<file path="src/rtl/adder_pkg.sv">
// ---------------------------------------------------------------------------
// adder_pkg
// Shared definitions for the sequential chunked adder:
//   state_t   - controller state encoding (IDLE / CALC / DONE)
//   idx_width - width of the chunk-index counter for N chunks (minimum 1 bit)
// ---------------------------------------------------------------------------
package adder_pkg;

    typedef enum logic [1:0] {
        IDLE = 2'd0,
        CALC = 2'd1,
        DONE = 2'd2
    } state_t;

    // A single-chunk configuration still needs a 1-bit counter so that the
    // index register has a legal, non-zero width.
    function automatic int idx_width(input int n);
        return (n <= 1) ? 1 : $clog2(n);
    endfunction

endpackage

</file>
<file path="src/rtl/rca_nbit.sv">
// ---------------------------------------------------------------------------
// rca_nbit
// Purely combinational n-bit ripple-carry adder: s = a + b + cin.
// Ports:
//   a, b  in  [n-1:0]  addends
//   cin   in           carry into bit 0
//   s     out [n-1:0]  sum
//   cout  out          carry out of bit n-1
// ---------------------------------------------------------------------------
module rca_nbit #(
    parameter int n = 4
) (
    input  logic [n-1:0] a,
    input  logic [n-1:0] b,
    input  logic         cin,
    output logic [n-1:0] s,
    output logic         cout
);

    logic [n:0] c;

    assign c[0] = cin;

    for (genvar i = 0; i < n; i++) begin : g_fa
        assign s[i]   = a[i] ^ b[i] ^ c[i];
        assign c[i+1] = (a[i] & b[i]) | (c[i] & (a[i] ^ b[i]));
    end

    assign cout = c[n];

endmodule

</file>
<file path="src/rtl/seq_chunk_adder.sv">
// ---------------------------------------------------------------------------
// seq_chunk_adder
// Multi-cycle WIDTH-bit adder/subtractor that reuses one CHUNK-bit ripple
// slice, processing the operands least-significant chunk first and carrying
// between chunks through a register. Result appears N = WIDTH/CHUNK cycles
// after acceptance and is held until the consumer takes it.
// Ports:
//   clk           in   rising-edge clock
//   rst           in   synchronous, active-high reset
//   in_valid      in   operands presented
//   in_ready      out  block idle and able to accept operands
//   num1_in       in   [WIDTH-1:0] operand A
//   num2_in       in   [WIDTH-1:0] operand B
//   cin           in   carry-in (add) / borrow-in (sub)
//   sub_in        in   0: A+B+cin, 1: A-B-cin
//   out_valid     out  result valid and held stable
//   out_ready     in   consumer accepts result
//   sum_out       out  [WIDTH-1:0] result modulo 2^WIDTH
//   carry_out     out  add: carry out; sub: NOT borrow
//   overflow_out  out  two's-complement signed overflow
// ---------------------------------------------------------------------------
module seq_chunk_adder
    import adder_pkg::*;
#(
    parameter int WIDTH = 16,
    parameter int CHUNK = 4
) (
    input  logic             clk,
    input  logic             rst,
    input  logic             in_valid,
    output logic             in_ready,
    input  logic [WIDTH-1:0] num1_in,
    input  logic [WIDTH-1:0] num2_in,
    input  logic             cin,
    input  logic             sub_in,
    output logic             out_valid,
    input  logic             out_ready,
    output logic [WIDTH-1:0] sum_out,
    output logic             carry_out,
    output logic             overflow_out
);

    if ((CHUNK < 1) || (CHUNK > WIDTH) || ((WIDTH % CHUNK) != 0)) begin : g_bad_params
        $fatal(1, "seq_chunk_adder: WIDTH must be a positive multiple of CHUNK");
    end

    localparam int N     = WIDTH / CHUNK;
    localparam int IDX_W = idx_width(N);
    localparam logic [IDX_W-1:0] LAST_IDX = IDX_W'(N - 1);

    state_t state, state_next;

    // Operands shift right by one chunk per CALC cycle so the slice always
    // reads the low chunk; the result fills from the top and shifts down.
    logic [WIDTH-1:0] a_reg;
    logic [WIDTH-1:0] b_reg;
    logic [WIDTH-1:0] sum_reg;
    logic [WIDTH-1:0] sum_shifted;
    logic             carry_reg;
    logic             ovf_reg;
    // Operand sign bits are shifted out of a_reg/b_reg before the last chunk
    // completes, so they are captured separately for the overflow test.
    logic             a_msb;
    logic             b_msb;
    logic [IDX_W-1:0] idx;

    logic [CHUNK-1:0] slice_s;
    logic             slice_co;
    logic             last_chunk;

    assign last_chunk = (idx == LAST_IDX);

    rca_nbit #(
        .n (CHUNK)
    ) u_slice (
        .a    (a_reg[CHUNK-1:0]),
        .b    (b_reg[CHUNK-1:0]),
        .cin  (carry_reg),
        .s    (slice_s),
        .cout (slice_co)
    );

    if (N == 1) begin : g_single_chunk
        assign sum_shifted = slice_s;
    end else begin : g_multi_chunk
        assign sum_shifted = {slice_s, sum_reg[WIDTH-1:CHUNK]};
    end

    // NOTE: sequential state is updated with non-blocking assignments so every
    // register samples pre-edge values regardless of statement order.
    always_ff @(posedge clk) begin
        if (rst) begin
            state <= IDLE;
        end else begin
            state <= state_next;
        end
    end

    // NOTE: the default assignment first guarantees state_next is written on
    // every path, so no latch is inferred.
    always_comb begin
        state_next = state;
        unique case (state)
            IDLE:    if (in_valid)   state_next = CALC;
            CALC:    if (last_chunk) state_next = DONE;
            DONE:    if (out_ready)  state_next = IDLE;
            default:                 state_next = IDLE;
        endcase
    end

    // NOTE: every datapath register is cleared by reset so the held outputs
    // read zero after reset, not stale data from an aborted operation.
    always_ff @(posedge clk) begin
        if (rst) begin
            a_reg     <= '0;
            b_reg     <= '0;
            sum_reg   <= '0;
            carry_reg <= 1'b0;
            ovf_reg   <= 1'b0;
            a_msb     <= 1'b0;
            b_msb     <= 1'b0;
            idx       <= '0;
        end else begin
            case (state)
                IDLE: begin
                    if (in_valid) begin
                        // Subtraction is A + ~B + ~borrow in two's complement.
                        a_reg     <= num1_in;
                        b_reg     <= sub_in ? ~num2_in : num2_in;
                        carry_reg <= sub_in ? ~cin : cin;
                        a_msb     <= num1_in[WIDTH-1];
                        b_msb     <= sub_in ? ~num2_in[WIDTH-1] : num2_in[WIDTH-1];
                        idx       <= '0;
                    end
                end
                CALC: begin
                    a_reg     <= a_reg >> CHUNK;
                    b_reg     <= b_reg >> CHUNK;
                    sum_reg   <= sum_shifted;
                    carry_reg <= slice_co;
                    idx       <= idx + 1'b1;
                    if (last_chunk) begin
                        ovf_reg <= (a_msb == b_msb) && (slice_s[CHUNK-1] != a_msb);
                    end
                end
                default: ;
            endcase
        end
    end

    assign in_ready     = (state == IDLE);
    assign out_valid    = (state == DONE);
    assign sum_out      = sum_reg;
    assign carry_out    = carry_reg;
    assign overflow_out = ovf_reg;

endmodule

</file>
<file path="config.mk">
export PLATFORM = sky130hd
export DESIGN_NAME = seq_chunk_adder
export DESIGN_NICKNAME = d
export VERILOG_FILES = /design/src/rtl/adder_pkg.sv /design/src/rtl/rca_nbit.sv /design/src/rtl/seq_chunk_adder.sv
export SDC_FILE = /design/constraint.sdc
export NUM_CORES = 1
export LEC_CHECK = 0
export CAP_MARGIN = 20
export CORE_UTILIZATION = 50
export DETAILED_ROUTE_END_ITERATION = 6
export PLACE_DENSITY = 0.91
export RECOVER_POWER = 100
export SYNTH_ARGS = -nofsm -noshare
export SYNTH_HDL_FRONTEND = slang
export SYNTH_HIERARCHICAL = 1
export SYNTH_SLANG_ARGS = --single-unit
</file>
<file path="constraint.sdc">
create_clock -name clk -period 4.55 [get_ports clk]
set_clock_uncertainty 0.2 [all_clocks]
set_input_delay 0.6825 -clock clk [delete_from_list [all_inputs] [get_ports clk]]
set_output_delay 0.6825 -clock clk [all_outputs]
set_load 0.03 [all_outputs]
</file>
==> summary.md <==
| Metric | Value |
|---|---|
| Pint | roughly 770 uW |
| Logic pwr share | ~17% |
| Max-slew violations | 15 |
| Clock power frac | 30.5% |
| WL/cell | 13.4 um |
| Grt ovf | 0 |
| Post-Syn Area | between 0.002 and 0.0025 sq mm |
| Crit path kind | reg2out |
| Synth warn | 6 |
| FF+latch area | roughly 0.0011 sq mm |
| Outcome | complete, but fails checks |
| Failing checks | capacitance limit, slew limit |
| Fmax | 327 MHz |
| Initial core utilization | ~54% |
| First drt pass iteration count | 5 |
| Initial antenna violation count | 0 |
| Worst min path class | reg2reg |
| Final HPWL DP | about 3600 um |
| Drt drc | 0 |
| Leak | approximately 0.0012 uW |
| Net count after synthesis | between 300 and 400 |
| Yosys top cell area share | between 40% and 50% |
| Die Span Y | between 70 and 80 um |
| Clock buffer count from CTS | 5 |
| Buf/Inv on CP | 1 |
| Compound-gate portion of the synthesized area | between 10% and 20% |
| Reg clk slew, reported paths | about 0.090 ns |
| Mean Syn Cell Area | between 8 and 9 sq um |
| Setup TNS | 0 ns |
| Share of layout cells above drive strength 1 | 2.84% |
| Clock latency on the worst-skew pair | between 0.3 and 0.4 ns |
| CTS resizes | 0 |
| Multi-input combinational cell area | between 0.001 and 0.0015 sq mm |
| # rows | 24 |
| Flops & latches, synth | 56 |
| I/O Buffers | 57 |
| Non-Filler Instances | 369 |
| Via count | 1973 |
| Sequential share of power | 52.7% |
| Worst path max stage delay | 0.97 ns |
| # hold bufs at CTS | 0 |
| Vias in the first global route | 1850 |
| Count leader, synth | dfxtp_1 |
| Simple-gate portion of the synthesized area | 15.3% |
| Worst slew pin tran | approximately 1.6 ns |
| Number of max-cap violations | 1 |
| GRT Util Overall | between 20% and 30% |
| Power Density | 339 mW/mm^2 |
| Synth Flop Type | dfxtp_1 |
| Worst vdd ir | 0.179 mV |
| Final setup violation count | 0 |
| Total wire length | just under 5000 um |
| Ys async rst share | 0% |
| Largest family of logic cells by synthesized area | compound AO/OA/AOI/OAI gates |
| CP arrival | between 2 and 2.5 ns |
| Max FO, Critical Path | 21 |
| Main area contributors after synthesis | dfxtp_1 (46%), nand2_1 (6.2%), nor2_1 (5.6%) |
| Num ports | 58 |
| Startpoint types | register |
| Adder-cell area share of the yosys netlist | between 3 and 4% |
| # nets final | 359 |
| Synth cell types | 31 |
| Area of placed instances | around 0.0030 sq mm |
| Switching Share | between 20% and 30% |
| Slew margin rel. | -4.84% |
| Area growth from synthesis to layout | 27.1% |
| Synth area leader | dfxtp_1 |
| Global-route wire length before repair | roughly 8000 um |
| NetSw | roughly 270 uW |
| DR vias/cell | 5.35 |
| Die X | approximately 70 um |
| Commonest cells post-synth | dfxtp_1 (56), nand2_1 (40), nor2_1 (36), a21oi_1 (25), a211oi_1 (13) |
| Family with the most delay on the worst path | flip-flops |
| CTS H-tree lvls | 2 |
| Final ANT Viol Nets | 0 |
| Register area share after synthesis | a little under half |
| FILL cells | around 390 |
| CTS tree | done |
| Diodes inserted | 0 |
| Die Area | ~0.0051 sq mm |
| WP data required | approximately 3.7 ns |
| Part of the cycle the worst path needs | roughly two thirds |
| Clock sinks | 56 |
| CTS max path bufs | 2 |
| Worst Setup End Kind | primary output |
| Post-CTS setup buffer count | 0 |
| Crit-path cells | nor2b_1, dlygate4sd3_1 |
| Xor and xnor area share after synthesis | 6.16% |
| Largest net degree at the start of global routing | 44 |
| Min cycle time layout | 3.06 ns |
| Mapped Cells | between 200 and 300 |
| Design area | roughly 0.003 sq mm |
| Fin. Hold Viols | 0 |
| Post-synthesis mux area share | under 10% |
| Critical path's slowest cell | dfxtp_1 |
| Routability Congestion | around 0.8 |
| RSZ-0062 raised after global routing | false |
| Root Driver | clkbuf_8 |
| 1st-iter DRT viols | 160 |
| Post-synth EDFFs | 0 |
| Post-Place Cells | between 300 and 400 |
| CORE AREA | 0.00450 sq mm |
-- power by group through the flow --
stage / Sequential, uW / Clock [uW] / Combinational, uW
2_1_floorplan: 559 / 0 / 113
3_3_place_gp: 559 / 0 / 174
3_5_place_dp: 561 / 0 / 179
4_1_cts: 550 / 323 / 180
5_1_grt: 554 / 345 / 193
6_report: 550 / 318 / 175
-- routing by layer --
layer | wire (um) | vias to the layer above | part of all wire [%] | global-route usage [%]
li1 | - | 1013 | - | -
met2 | 2440 | 75 | 49 | 34.8
met5 | 0 | - | 0 | 0
met3 | 300 | 11 | 6.0 | 4.64
met1 | 2130 | 874 | 43 | 25.0
met4 | 91 | 0 | 1.8 | 8.28
-- logic make-up (layout without fill, tap and decap cells) --
kind of cell | after synthesis | after routing
flops | 56 | 56
fa+ha+maj | 5 | 5
compound gates | 60 | 60
mux | 12 | 12
simple gates | 88 | 88
buf+inv | 32 | 79
xor+xnor | 17 | 17
-- worst reg2reg max path: stages, from the launching register on --
cell,delay [ns]
dfxtp_1,0.97
o21ba_1,0.85
nor2_1,0.31
a221o_1,0.42
-- cells in the final DEF, fill, tap and decap left out, types with 7 or more instances in the layout --
cell	instances
dfxtp_1	56
nand2_1	40
nor2_1	37
clkdlybuf4s50_1	36
a21oi_1	25
dlygate4sd3_1	21
a211oi_1	13
mux2i_1	12
inv_1	11
xnor2_1	10
a221o_1	8
xor2_1	7
-- worst paths after layout --
path,endpoint,from,cells past startpoint,slack (ns)
setup / recovery,out_valid,state[0],2,1.49
hold / removal,sum_out[3],sum_out[3],2,0.25
setup reg to reg,b_reg[9],state[0],3,1.71
hold reg to reg,sum_out[3],sum_out[3],2,0.25
-- layout make-up --
class | instances | area share, %
Clock buffer | 5 | 2.24
Clock inverter | 3 | 1.38
Inverter | 11 | 1.34
Multi-Input combinational cell | 182 | 37.4
Sequential cell | 56 | 36.5
Tap cell | 52 | 2.12
Timing Repair Buffer | 60 | 19.1
-- through the flow --
step | setup WS, ns | total power [uW] | hold WS (ns) | utilization, %
after floorplan | 1.91 | 672 | 0.236 | -
after global placement | 1.73 | 733 | 0.242 | 66.1
after detailed placement | 1.68 | 739 | 0.247 | 66.1
after CTS | 1.56 | 1050 | 0.260 | 68.6
after global routing | 1.37 | 1090 | 0.279 | 68.2
final | 1.49 | 1040 | 0.255 | 68.2
No activity file was read; power rests on OpenSTA's default activity.
